[src/rtl/column_input_ctrl.sv]
// Column input controller: debounces left/right/drop buttons, tracks the cursor column and issues validated drop strobes.
// Optional build macro MOVE_AUTOREPEAT_EN enables auto-repeat of held left/right buttons.

module column_input_debounce #(
    parameter int DEBOUNCE_CYCLES = 16
) (
    input  logic clk_i,
    input  logic rst_ni,
    input  logic btn_i,
    output logic level_o
);

    localparam int CW = $clog2(DEBOUNCE_CYCLES + 1);

    logic          sync1_q;
    logic          sync2_q;
    logic          level_q;
    logic          level_d;
    logic [CW-1:0] cnt_q;
    logic [CW-1:0] cnt_d;

    // The level only flips after the synchronized input has disagreed with it for DEBOUNCE_CYCLES cycles
    always_comb begin
        cnt_d   = '0;
        level_d = level_q;
        if (sync2_q != level_q) begin
            if (cnt_q == CW'(DEBOUNCE_CYCLES)) begin
                level_d = ~level_q;
            end else begin
                cnt_d = cnt_q + 1'b1;
            end
        end
    end

    always_ff @(posedge clk_i or negedge rst_ni) begin
        if (!rst_ni) begin
            sync1_q <= 1'b0;
            sync2_q <= 1'b0;
            cnt_q   <= '0;
            level_q <= 1'b0;
        end else begin
            sync1_q <= btn_i;
            sync2_q <= sync1_q;
            cnt_q   <= cnt_d;
            level_q <= level_d;
        end
    end

    assign level_o = level_q;

endmodule

module column_input_ctrl #(
    parameter int DEBOUNCE_CYCLES = 16,
    parameter int NUM_COLS        = 4,
    parameter int WAIT_MAX        = 8
) (
    input  logic        clk,
    input  logic        reset,
    input  logic        btn_left,
    input  logic        btn_right,
    input  logic        btn_drop,
    input  logic [15:0] in_gameboard,
    input  logic [1:0]  in_game_status,
    output logic [3:0]  out_column,
    output logic        out_enable,
    output logic [1:0]  cursor,
    output logic        drop_rejected,
    output logic        busy
);

    typedef enum logic [1:0] {
        S_SELECT = 2'd0,
        S_DROP   = 2'd1,
        S_WAIT   = 2'd2
    } state_t;

    localparam int          WCW           = $clog2(WAIT_MAX + 1);
    localparam logic [1:0]  LAST_COL      = 2'(NUM_COLS - 1);
    localparam logic [3:0]  TOP_ROW_BASE  = 4'd12;

    state_t         state_q, state_d;
    logic [1:0]     cursor_q, cursor_d;
    logic [15:0]    snap_q, snap_d;
    logic [WCW-1:0] waitCnt_q, waitCnt_d;
    logic           reject_d;
    logic           outEnable_q;
    logic [3:0]     outColumn_q;
    logic           reject_q;
    logic           busy_q;

    logic [2:0]     btnRaw;
    logic [2:0]     levels;
    logic [2:0]     levelPrev_q;
    logic [2:0]     press;
    logic           moveLeft;
    logic           moveRight;
    logic           dropReq;
    logic           gameOver;
    logic           columnFull;
    logic [3:0]     topIdx;

    assign btnRaw = {btn_drop, btn_right, btn_left};

    for (genvar i = 0; i < 3; i++) begin : g_btn
        column_input_debounce #(
            .DEBOUNCE_CYCLES(DEBOUNCE_CYCLES)
        ) u_deb (
            .clk_i  (clk),
            .rst_ni (reset),
            .btn_i  (btnRaw[i]),
            .level_o(levels[i])
        );
    end

    always_ff @(posedge clk or negedge reset) begin
        if (!reset) begin
            levelPrev_q <= '0;
        end else begin
            levelPrev_q <= levels;
        end
    end

    assign press = levels & ~levelPrev_q;

`ifdef MOVE_AUTOREPEAT_EN
    localparam int RCW = $clog2(4 * DEBOUNCE_CYCLES + 1);

    logic [RCW-1:0] repLeft_q, repLeft_d;
    logic [RCW-1:0] repRight_q, repRight_d;
    logic           repLeft;
    logic           repRight;

    assign repLeft  = levels[0] && (repLeft_q == RCW'(4 * DEBOUNCE_CYCLES));
    assign repRight = levels[1] && (repRight_q == RCW'(4 * DEBOUNCE_CYCLES));

    // After the first repeat the counter is rewound so later repeats come every 2*DEBOUNCE_CYCLES
    always_comb begin
        repLeft_d  = '0;
        repRight_d = '0;
        if (levels[0]) begin
            repLeft_d = repLeft ? RCW'(2 * DEBOUNCE_CYCLES + 1) : repLeft_q + 1'b1;
        end
        if (levels[1]) begin
            repRight_d = repRight ? RCW'(2 * DEBOUNCE_CYCLES + 1) : repRight_q + 1'b1;
        end
    end

    always_ff @(posedge clk or negedge reset) begin
        if (!reset) begin
            repLeft_q  <= '0;
            repRight_q <= '0;
        end else begin
            repLeft_q  <= repLeft_d;
            repRight_q <= repRight_d;
        end
    end

    assign moveLeft  = press[0] | (repLeft && (state_q != S_WAIT));
    assign moveRight = press[1] | (repRight && (state_q != S_WAIT));
`else
    assign moveLeft  = press[0];
    assign moveRight = press[1];
`endif

    assign dropReq    = press[2];
    assign gameOver   = (in_game_status != 2'b00);
    assign topIdx     = TOP_ROW_BASE + {2'b00, cursor_q};
    assign columnFull = in_gameboard[topIdx];

    // A drop in the same cycle as a move wins and the move is thrown away
    always_comb begin
        state_d   = state_q;
        cursor_d  = cursor_q;
        snap_d    = snap_q;
        waitCnt_d = waitCnt_q;
        reject_d  = 1'b0;
        case (state_q)
            S_SELECT: begin
                if (dropReq) begin
                    if (gameOver || columnFull) begin
                        reject_d = 1'b1;
                    end else begin
                        snap_d  = in_gameboard;
                        state_d = S_DROP;
                    end
                end else if (moveLeft && !moveRight) begin
                    cursor_d = (cursor_q == 2'd0) ? LAST_COL : cursor_q - 1'b1;
                end else if (moveRight && !moveLeft) begin
                    cursor_d = (cursor_q == LAST_COL) ? 2'd0 : cursor_q + 1'b1;
                end
            end
            S_DROP: begin
                waitCnt_d = '0;
                state_d   = S_WAIT;
            end
            S_WAIT: begin
                if ((in_gameboard != snap_q) || (waitCnt_q == WCW'(WAIT_MAX - 1))) begin
                    state_d = S_SELECT;
                end else begin
                    waitCnt_d = waitCnt_q + 1'b1;
                end
            end
            default: begin
                state_d = S_SELECT;
            end
        endcase
    end

    always_ff @(posedge clk or negedge reset) begin
        if (!reset) begin
            state_q     <= S_SELECT;
            cursor_q    <= 2'd0;
            snap_q      <= '0;
            waitCnt_q   <= '0;
            outEnable_q <= 1'b0;
            outColumn_q <= 4'd0;
            reject_q    <= 1'b0;
            busy_q      <= 1'b0;
        end else begin
            state_q     <= state_d;
            cursor_q    <= cursor_d;
            snap_q      <= snap_d;
            waitCnt_q   <= waitCnt_d;
            outEnable_q <= (state_d == S_DROP);
            outColumn_q <= {2'b00, cursor_d};
            reject_q    <= reject_d;
            busy_q      <= (state_d != S_SELECT);
        end
    end

    assign out_column    = outColumn_q;
    assign out_enable    = outEnable_q;
    assign cursor        = cursor_q;
    assign drop_rejected = reject_q;
    assign busy          = busy_q;

endmodule

[config.mk]
export PLATFORM = sky130hd
export DESIGN_NAME = column_input_ctrl
export DESIGN_NICKNAME = d
export VERILOG_FILES = /design/src/rtl/column_input_ctrl.sv
export SDC_FILE = /design/constraint.sdc
export NUM_CORES = 1
export LEC_CHECK = 0
export ABC_AREA = 1
export BUFFER_PORTS_ARGS = -buffer_cell sky130_fd_sc_hd__buf_2
export CORE_ASPECT_RATIO = 0.5
export CORE_MARGIN = 2
export CORE_UTILIZATION = 48
export CTS_CLUSTER_DIAMETER = 80
export DETAILED_ROUTE_END_ITERATION = 6
export PLACE_DENSITY = 0.67
export RECOVER_POWER = 100
export SLEW_MARGIN = 20
export SYNTH_ARGS = -nofsm -noshare
export SYNTH_HDL_FRONTEND = slang
export SYNTH_HIERARCHICAL = 1
export SYNTH_SLANG_ARGS = --single-unit
[constraint.sdc]
create_clock -name clk -period 2.5 [get_ports clk]
set_clock_uncertainty 0.1 [all_clocks]
set_input_delay 0.625 -clock clk [delete_from_list [all_inputs] [get_ports clk]]
set_output_delay 0.625 -clock clk [all_outputs]
set_load 0.02 [all_outputs]
==> out/results.ini <==
[layout]
design_area_sq_um = 3257
area_delta_synth_final_pct = 9.877
fin_nets = 426
diodes = 0
drive_gt1_frac = 0.1751
fin_cells = 471

[power_and_ir_drop]
p_leak_nw = 1.726
finalPower_mw = 1.924
vdd_ir_drop_max_uv = 399.6
power.density_nw_per_um2 = 590.8

[sta]
period_needed_ps = 1915
finalSetupTns_ps = 0
finalCritPeriodShare = 0.7662
rsz0062_at_grt = no
max-slew-margin-rel = 0.2600
fmax_ghz = 0.5221
finalHoldViolCount = 0
slew_violations = 0
holdWs_ps = 166.5
tightest_slew_ps = 1110
setup_viol = 0

[setup_path]
path_cells = ha_1 -> nand2_1 -> nor2_1 -> nor2_1 -> nand2_2 -> nor2_1 -> nand3_1 -> nand3_1 -> nand2_1
cpMaxStageDelayCell = dfrtp_1
cpMostUsedCell = nor2_1
required_ps = 2580
crit_buf_inv = 0
startpoint_type = flop
cp_top_family = simple AND/OR/NAND/NOR gates
arrival_ps = 2000
crit_fanout = 6
ff2ff_setup_slack_ps = 580
crit_path_end_kind = flop
max_stage_delay_ps = 410
path_class = flop to flop

[route]
wl_per_cell_um = 11.30
antenna_left = 0
post_drt_via_cell_ratio = 4.811
first_pass_iters = 4
routed_wl_mm = 5.321
drt-initial-drc-count = 94
vias = 2266
post-route-drc-count = 0

[floorplanning]
core_sq_um = 6006
io_pins = 32
row_count = 20
die_h_um = 59.57
initial_core_util = 0.4935
die_area_sq_um = 6858
die_x_um = 115.1

[synthesis]
synth_top_cell_by_area = dfrtp_1
ys_warn_count = 6
synth_edf_count = 0
synthTopCellsByArea = dfrtp_1 46%, nand2_1 12%, inv_1 7.2%, nand2_2 4.4%, o21ai_2 4.4%
ys.flop_type = dfrtp_1
ys_seq_area_frac = 0.4559
synthArstFlopShare = 1.000
syn_area_per_cell_sq_um = 8.234
yosys_register_bits = 54
syn_area_sq_um = 2964
synth_cell_types = 26
yosysTopAreaCellShare = 0.4559
synthMostInstantiatedCell = nand2_1
syn_inst = 360
synth_commonest_cells = 92 x nand2_1, 57 x inv_1, 54 x dfrtp_1

[placed_design]
place_hpwl_mm = 3.951
port_buffers = 29
placement.cell_area_sq_um = 3168
placed_cells = 463
gp_congestion = 0.8139

[clock_network]
clk_pin_slew_ps = 70
numCtsBuffers = 5
ctsHoldBuffers = 0
ctsResizeCount = 0
clock_latency_ps = 290
cts_sinks = 54
cts_root_buf = clkbuf_16
clockBufferDepth = 2
ctsHtreeMaxLevel = 2
cts_setup_buffers = 0
tritoncts = built

[global_routing]
grt_util_met2 = 0.2975
grt-busiest-layer = met2
grt_pass1_vias = 2164
use_met3 = 0.04499
grt_use_total = 0.1722
antenna_found_initial = 0
use_met1 = 0.2175
grt_pass1_wl_mm = 9.280
grt_overflow = 0
grt_max_degree = 33

[job]
drv_cap = 0

[min_path]
hold_class = input port to asynchronous set/reset pin

[outcome]
status = finished, final reports clean

-- logic make-up (layout without fill, tap and decap cells) --
group | count (synthesis) | in the layout | synth area share
AO/OA/AOI/OAI | 30 | 30 | 0.07345
XOR/XNOR | 8 | 8 | 0.02364
adder cells (fa/ha/maj) | 10 | 10 | 0.04221
flip-flops | 54 | 54 | 0.4559
AND/OR/NAND/NOR | 188 | 188 | 0.3035
other | 1 | 2 | 0.001265
buffers and inverters | 69 | 102 | 0.1000
-- through the flow --
step | utilization | worst slack, ps
global placement | 0.5275 | 483.2
global route | 0.5423 | 399.1
finish | 0.5423 | 584.6
CTS | 0.5598 | 646.5
floorplan | - | 935.2
detailed placement | 0.5275 | 417.1
-- final cells by class --
| cell class | count | area, sq um |
|---|---|---|
| clock buffer | 5 | 125.1 |
| inverter | 62 | 232.7 |
| clock inverter | 3 | 68.82 |
| multi-input combinational | 238 | 1231 |
| tap | 77 | 96.34 |
| fill | 571 | 2749 |
| timing repair buffer | 32 | 151.4 |
| sequential | 54 | 1351 |
-- state kept, by name (all words and copies together) (netlist names) --
name / flops
snap_q: 16
g_btn.u_deb/cnt_q: 15
waitCnt_q: 4
g_btn.u_deb/level_o: 3
g_btn.u_deb/sync1_q: 3
g_btn.u_deb/sync2_q: 3
levelPrev_q: 3
out_column: 2
state_q: 2
busy: 1
drop_rejected: 1
out_enable: 1
-- where the power goes --
part / internal (mW) / switching (mW) / total [mW] / leakage [nW]
clock network: 0.576 / 0.314 / 0.890 / 0.0940
logic: 0.0462 / 0.0796 / 0.126 / 0.905
registers: 0.890 / 0.0182 / 0.909 / 0.728
-- final timing paths --
check                                        from                      end  cells past startpoint
setup / recovery                     waitCnt_q[0]             waitCnt_q[2]                      9
min in group clk           g_btn[1].u_deb/sync1_q   g_btn[1].u_deb/sync2_q                      0
setup reg to reg                     waitCnt_q[0]             waitCnt_q[2]                      9
hold / removal                              reset  g_btn[2].u_deb/cnt_q[2]                      1
hold reg to reg            g_btn[1].u_deb/sync1_q   g_btn[1].u_deb/sync2_q                      0
max in group asynchronous                   reset  g_btn[1].u_deb/cnt_q[0]                      2
-- placed cells by master, fill, tap and decap left out, types with 4 or more instances in the layout --
| master | netlist | final |
|---|---|---|
| inv_1 | 57 | 58 |
| inv_2 | 5 | 4 |
| nor2_2 | 12 | 12 |
| nand4_1 | 11 | 11 |
| nor2_1 | 27 | 28 |
| clkbuf_16 | 0 | 5 |
| nand2_2 | 21 | 7 |
| clkbuf_1 | 0 | 9 |
| xnor2_1 | 5 | 5 |
| o21ai_0 | 5 | 9 |
| ha_1 | 10 | 10 |
| nand3_1 | 17 | 18 |
| o21ai_2 | 15 | 13 |
| dfrtp_1 | 54 | 54 |
| nand2_1 | 92 | 109 |
| buf_2 | 0 | 21 |
-- routing by layer --
metal | part of all wire | wire (um)
met5 | 0 | 0
met4 | 0.010 | 53
met3 | 0.035 | 187
met2 | 0.48 | 2571
met1 | 0.47 | 2509
(Power assumes the default switching activity.)
